--- config.mk ---
export PLATFORM = sky130hd
export DESIGN_NAME = pip_regfile
export DESIGN_NICKNAME = d
export VERILOG_FILES = /design/src/rtl/pip_regfile.sv
export SDC_FILE = /design/constraint.sdc
export NUM_CORES = 1
export LEC_CHECK = 0
export CORE_MARGIN = 2
export CORE_UTILIZATION = 45
export CTS_CLUSTER_DIAMETER = 100
export CTS_CLUSTER_SIZE = 16
export DETAILED_ROUTE_END_ITERATION = 7
export GPL_ROUTABILITY_DRIVEN = 0
export SYNTH_ARGS = -nofsm -noshare
export SYNTH_HDL_FRONTEND = slang
export SYNTH_SLANG_ARGS = --single-unit
--- constraint.sdc ---
create_clock -name clk -period 1.9 [get_ports clk]
set_clock_uncertainty 0.05 [all_clocks]
set_input_delay 0.285 -clock clk [delete_from_list [all_inputs] [get_ports clk]]
set_output_delay 0.285 -clock clk [all_outputs]
set_load 0.05 [all_outputs]
--- src/rtl/pip_regfile.sv ---
// Write-back register file: 2**ADDR_W x DATA_W, R0 reads as zero, two combinational read ports.
// Define RF_BYPASS_EN to forward the current write-back data to a matching read port.
module pip_regfile #(
    parameter int DATA_W = 16,
    parameter int ADDR_W = 4
) (
    input  logic              clk,
    input  logic              rst_n,
    input  logic [ADDR_W-1:0] w_addr,
    input  logic [DATA_W-1:0] w_data,
    input  logic [ADDR_W-1:0] r_addr1,
    input  logic [ADDR_W-1:0] r_addr2,
    output logic [DATA_W-1:0] r_data1,
    output logic [DATA_W-1:0] r_data2,
    output logic [15:0]       wr_count
);

    localparam int DEPTH = 2 ** ADDR_W;

    // R0 has no storage; entries 1..DEPTH-1 only.
    logic [DATA_W-1:0] regs [1:DEPTH-1];

    // NOTE: the array is reset because reads of a just-reset file must return zero
    // combinationally; this keeps it in flops rather than a RAM macro.
    always_ff @(posedge clk or negedge rst_n) begin
        if (!rst_n) begin
            for (int i = 1; i < DEPTH; i++) begin
                regs[i] <= '0;
            end
            wr_count <= '0;
        end else if (w_addr != '0) begin
            // NOTE: non-blocking so every register samples pre-edge values.
            regs[w_addr] <= w_data;
            wr_count     <= wr_count + 16'd1;
        end
    end

    function automatic logic [DATA_W-1:0] read_port(input logic [ADDR_W-1:0] ra);
        logic [DATA_W-1:0] rd;
        rd = '0;
        if (ra != '0) begin
            rd = regs[ra];
`ifdef RF_BYPASS_EN
            if (rst_n && (ra == w_addr)) begin
                rd = w_data;
            end
`endif
        end
        return rd;
    endfunction

    // NOTE: outputs get a default first so no path through the block infers a latch.
    always_comb begin
        r_data1 = '0;
        r_data2 = '0;
        r_data1 = read_port(r_addr1);
        r_data2 = read_port(r_addr2);
    end

endmodule

# ---- Word-level counts from Yosys, hierarchy flattened
# Index checks and enable logic that the tools add are counted.
dict set report word_totals {
  output_inout_bits 48
  regBits 256
}
dict set report op_classes {
  bitwise 3
  muxes 11
  n_addsub 1
  reduce_logical 4
  n_lt_le_gt_ge 4
}
# operator n
set op_table {}
lappend op_table {{bitwise mux 240 bit} 1}
lappend op_table {{binary-select mux 16 bit (select 4 bit)} 2}
lappend op_table {{2-to-1 mux 16 bit} 7}
lappend op_table {{demux 16 bit (select 4 bit)} 1}
lappend op_table {{adder 16 x 1 -> 16 bit, second input constant} 1}
lappend op_table {{greater-or-equal comparator 5 bit, second input constant} 3}
lappend op_table {{NOT 4 -> 5 bit} 3}
lappend op_table {{nonzero test 4 bit} 3}
lappend op_table {{< comparator 5 x 1 -> 1 bit, second input constant} 1}
lappend op_table {{logical AND 1 bit} 1}

# ---- Longest topological paths before layout
dict set report depth {
  word_depth 6
  depth_mapped 7
  mapped_depth_nobuf 4
}

# ---- Worst setup path after synthesis
# OpenSTA, ideal clock, no wires.
dict set report synth_timing {
  path_kind {input to output}
  from {input r_addr1[0]}
  to {output r_data1[15]}
  path_slack_ns -0.407
  cell_stages 7
  required_ns 1.565
  arrival_ns 1.972
  path_buffers 3
  cell_sequence {buf_6 buf_6 buf_8 mux2i_1 a221oi_1 a21oi_1 o211ai_1}
}
dict set report synth_between {
  elab_chain_len 5
}
# element line
set synth_rtl {}
lappend synth_rtl {{from (decl)} 11} ;# input logic [ADDR_W-1:0] r_addr1,
lappend synth_rtl {{NOT 4 -> 5 bit (implied by the code)} 42} ;# rd = regs[ra];
lappend synth_rtl {{binary-select mux 16 bit (select 4 bit)} 42}
lappend synth_rtl {{2-to-1 mux 16 bit (implied by the code) (2 in a row)} 42}
lappend synth_rtl {{2-to-1 mux 16 bit *} 41} ;# if (ra != '0) begin
lappend synth_rtl {{to (decl)} 13} ;# output logic [DATA_W-1:0] r_data1,
# Mark *: on every way between the ends. The rest lies on a longest branch, timed or not. The select of a mux whose other input is x is not followed.

# ---- Worst setup path in the final report
dict set report layout_timing {
  from {register regs[133] in the netlist's numbering}
  to {output r_data1[5]}
}
dict set report layout_between {
  elab_chain_len 4
}
# element line
set layout_rtl {}
lappend layout_rtl {{from (decl)} 21} ;# logic [DATA_W-1:0] regs [1:DEPTH-1];
lappend layout_rtl {{from (signal, indexed assignment)} 33} ;# regs[w_addr] <= w_data;
lappend layout_rtl {{binary-select mux 16 bit (select 4 bit)} 42}
lappend layout_rtl {{2-to-1 mux 16 bit (implied by the code) (2 in a row)} 42}
lappend layout_rtl {{2-to-1 mux 16 bit} 41}
# Every way passes these cells. The select of a mux whose other input is x is not followed.

==> flow_metrics.py <==
metrics = {
    "status": {
        "status": "complete, but fails checks",
        "violations": "setup timing",
    },
    "worst_setup_path": {
        "crit_type": "flip-flop to output port",
        "cpPeakStageDelay_ns": 0.48,
        "required_ns": 1.56,
        "crit_top_cell": "nand2_1",
        "path_delay_family": "multiplexers",
        "rr_worst_depth": 4,
        "worstSetupStartpoint": "regs[133]",
        "cp_num_cells": 5,
        "worst-path-max-fanout": 2,
        "cp.arrival_ns": 2.09,
        "crit_slowest_cell": "mux4_2",
        "cp.buffers_inverters": 1,
        "regToRegSetupSlack_ns": 0.38,
        "cp-endpoint": "r_data1[5]",
        "reg2reg_from": "wr_count[6]",
        "start_kind": "flip-flop",
        "r2r-end": "wr_count[15]",
        "worst_setup_path_end_kind": "output port",
        "crit_chain": "mux4_2, nand2_1, nand2_1, a221o_2, buf_6",
    },
    "logic_synthesis": {
        "yosysTopAreaCell": "dfrtp_1",
        "synth_flop_cell": "dfrtp_1",
        "synth_cell_types": 50,
        "avgSynthCellArea_um2": 13.9,
        "yosys_warnings": 0,
        "yosysTopAreaCellShare_pct": 45.3,
        "synth_edf_count": 0,
        "syn_nets": 1051,
        "ys_seq_area_share_pct": 45.3,
        "synth.top_cells.by_area": "dfrtp_1, mux2_2, mux4_2, mux2i_1, mux2_4",
        "ys_async_sr_fraction_pct": 100,
        "synth_cells": 1020,
        "synth.ff_latch_count": 256,
        "synth_area_um2": 14100,
    },
    "timing": {
        "hold_ws_ns": 0.165,
        "max-slew-margin-rel_pct": 53.5,
        "final_max_slew_viol_count": 0,
        "worstMarginPinSlew_ns": 0.696,
        "period_needed_ns": 2.42,
        "final-hold-violation-count": 0,
        "rsz0062_at_grt": "true",
        "fin_crit_sh_pct": 128,
        "clock.fmax_ghz": 0.413,
        "finalSetupViolCount": 32,
        "final_critical_path_setup_slack_ns": -0.524,
    },
    "power_and_ir_drop": {
        "ir_drop_v": 0.000721,
        "p_sw_share_pct": 33.6,
        "power.share.clock_pct": 20.8,
        "p_leak_nw": 7.66,
        "power_frac_seq_pct": 42.8,
        "power_per_cell_area_nw_per_um2": 989,
        "power_frac_comb_pct": 36.4,
        "intPower_mw": 11.9,
        "switchingPower_mw": 6.04,
    },
    "global_route": {
        "grt_max_degree": 64,
        "antenna_found_initial": 1,
        "grt_overflow": 0,
        "grt_pass1_wl_um": 63600,
        "grt_pass1_vias": 9813,
        "grt_usage_pct": 25.7,
    },
    "final_layout": {
        "area_delta_synth_final_pct": 28.3,
        "layout.cells.non_filler": 1583,
        "fin_nets": 1219,
        "final_common_cell": "dfrtp_1",
        "final_area_um2": 18100,
        "final_cell_mix": "dfrtp_1, mux2_2, buf_4",
        "drive_above_1_share_pct": 55.0,
        "insertedDiodeCount": 0,
    },
    "clock_network": {
        "h-tree-depth": 1,
        "clock-sinks": 256,
        "clock-root-buffer": "clkbuf_16",
        "cts_tree": "yes",
        "clockBufferDepth": 3,
        "clk_latency_ns": 0.50,
        "cts_inserted_buffers": 19,
        "clk_pin_slew_ns": 0.08,
    },
    "detailed_routing": {
        "drtAntennaViolNets": 0,
        "drc_errors": 0,
        "wire_per_inst_um": 26.2,
        "drt_wl_total_um": 41500,
        "post_drt_via_cell_ratio": 6.00,
        "first_pass_iters": 4,
        "drt_iter0_drc": 602,
        "num_vias": 9503,
    },
    "placed_design": {
        "dp.cells": 1541,
        "pre_cts_ws_ns": -0.677,
        "port_buffers": 77,
        "dp_hpwl_um": 27900,
        "place_area_um2": 16700,
    },
    "die": {
        "dieWidth_um": 181,
        "io_pins": 78,
        "start_util_pct": 46.0,
        "rows": 64,
        "die_h_um": 181,
        "fp.coreArea_um2": 30700,
        "die_area_um2": 32800,
    },
    "worst_hold_path": {
        "hold_path.class": "input port to async pin",
    },
    "flow_run": {
        "maxCapViolCount": 0,
    },
}
==> power groups by stage <==
stage                     clock network [mW]  registers, mW  logic (mW)
after floorplan                            0           7.71        3.71
after global routing                    4.00           7.84        6.90
after CTS                               3.80           7.63        6.41
after global placement                     0           7.67        5.83
after detailed placement                   0           7.72        5.87
final                                   3.74           7.67        6.54
==> worst register-to-register path: stages, from the launching register on <==
cell	delay [ns]
dfrtp_1	0.44
nand3_1	0.12
or2_2	0.36
nor4_1	0.29
xor2_1	0.19
==> per-layer routing <==
layer / vias to the layer above / global-route usage, % / wire length, µm
met5: - / 0 / 0
met4: 0 / 4.72 / 780
met3: 46 / 3.39 / 1820
met2: 215 / 40.1 / 19100
met1: 5047 / 38.7 / 19800
li1: 4195 / - / -
==> sequential cells by signal, indices dropped and copies added, names as in the netlist <==
register / count
regs: 240
wr_count: 16
==> repair_timing <==
item	4_1_cts	5_1_grt
endpoints found under the hold margin	256	0
resized for setup	93	64
buffers inserted	19	6
hold buffers	1	0
pin swaps	53	36
setup endpoints to repair	40	32
==> final cells by class <==
class                           instances  area, µm²
Fill cell                            2453      12600
Multi-Input combinational cell        669       8060
Sequential cell                       256       6410
Timing Repair Buffer                  237       2670
Tap cell                              396        495
Clock buffer                           19        475
Inverter                                5       20.0
Clock inverter                          1       8.76
==> Yosys cell counts (all sizes together) (6+ instances only) <==
| master | count |
|---|---|
| nor3 | 10 |
| xor2 | 9 |
| buf | 61 |
| o211ai | 13 |
| nor2b | 6 |
| clkbuf | 29 |
| nand2b | 6 |
| a211o | 14 |
| nand3 | 17 |
| dfrtp | 256 |
| a2111oi | 15 |
| and3b | 14 |
| a221oi | 14 |
| nand2 | 31 |
| a21oi | 29 |
| mux4 | 64 |
| o22ai | 15 |
| xnor2 | 6 |
| mux2i | 88 |
| nor2 | 28 |
| mux2 | 263 |
==> metrics by stage <==
stage / util [%] / total power [mW] / TNS, ns
6_report: 59.0 / 17.9 / -13.09
3_3_place_gp: 54.4 / 13.5 / -49.72
3_5_place_dp: 54.4 / 13.6 / -50.29
5_1_grt: 59.0 / 18.7 / -15.02
4_1_cts: 58.1 / 17.8 / -13.90
2_1_floorplan: - / 11.4 / -4.77
==> logic make-up (layout without fill, tap and decap cells) <==
group	count (synthesis)	in the layout	share of synthesized area, %
AO/OA/AOI/OAI	111	111	6.26
XOR/XNOR	15	15	0.930
adder cells (fa/ha/maj)	1	1	0.0885
buffers and inverters	95	262	3.98
flip-flops	256	256	45.3
multiplexers	415	415	37.9
AND/OR/NAND/NOR	127	127	5.49
==> worst min path at each step <==
stage	end	slack, ns	cells past startpoint
floorplan	regs[0]	-0.06	0
global placement	wr_count[5]	0.11	1
detailed placement	wr_count[5]	0.11	1
CTS	regs[211]	0.15	2
global route	regs[131]	0.17	2
finish	regs[211]	0.17	2
Power figures use the tool's default switching activity.
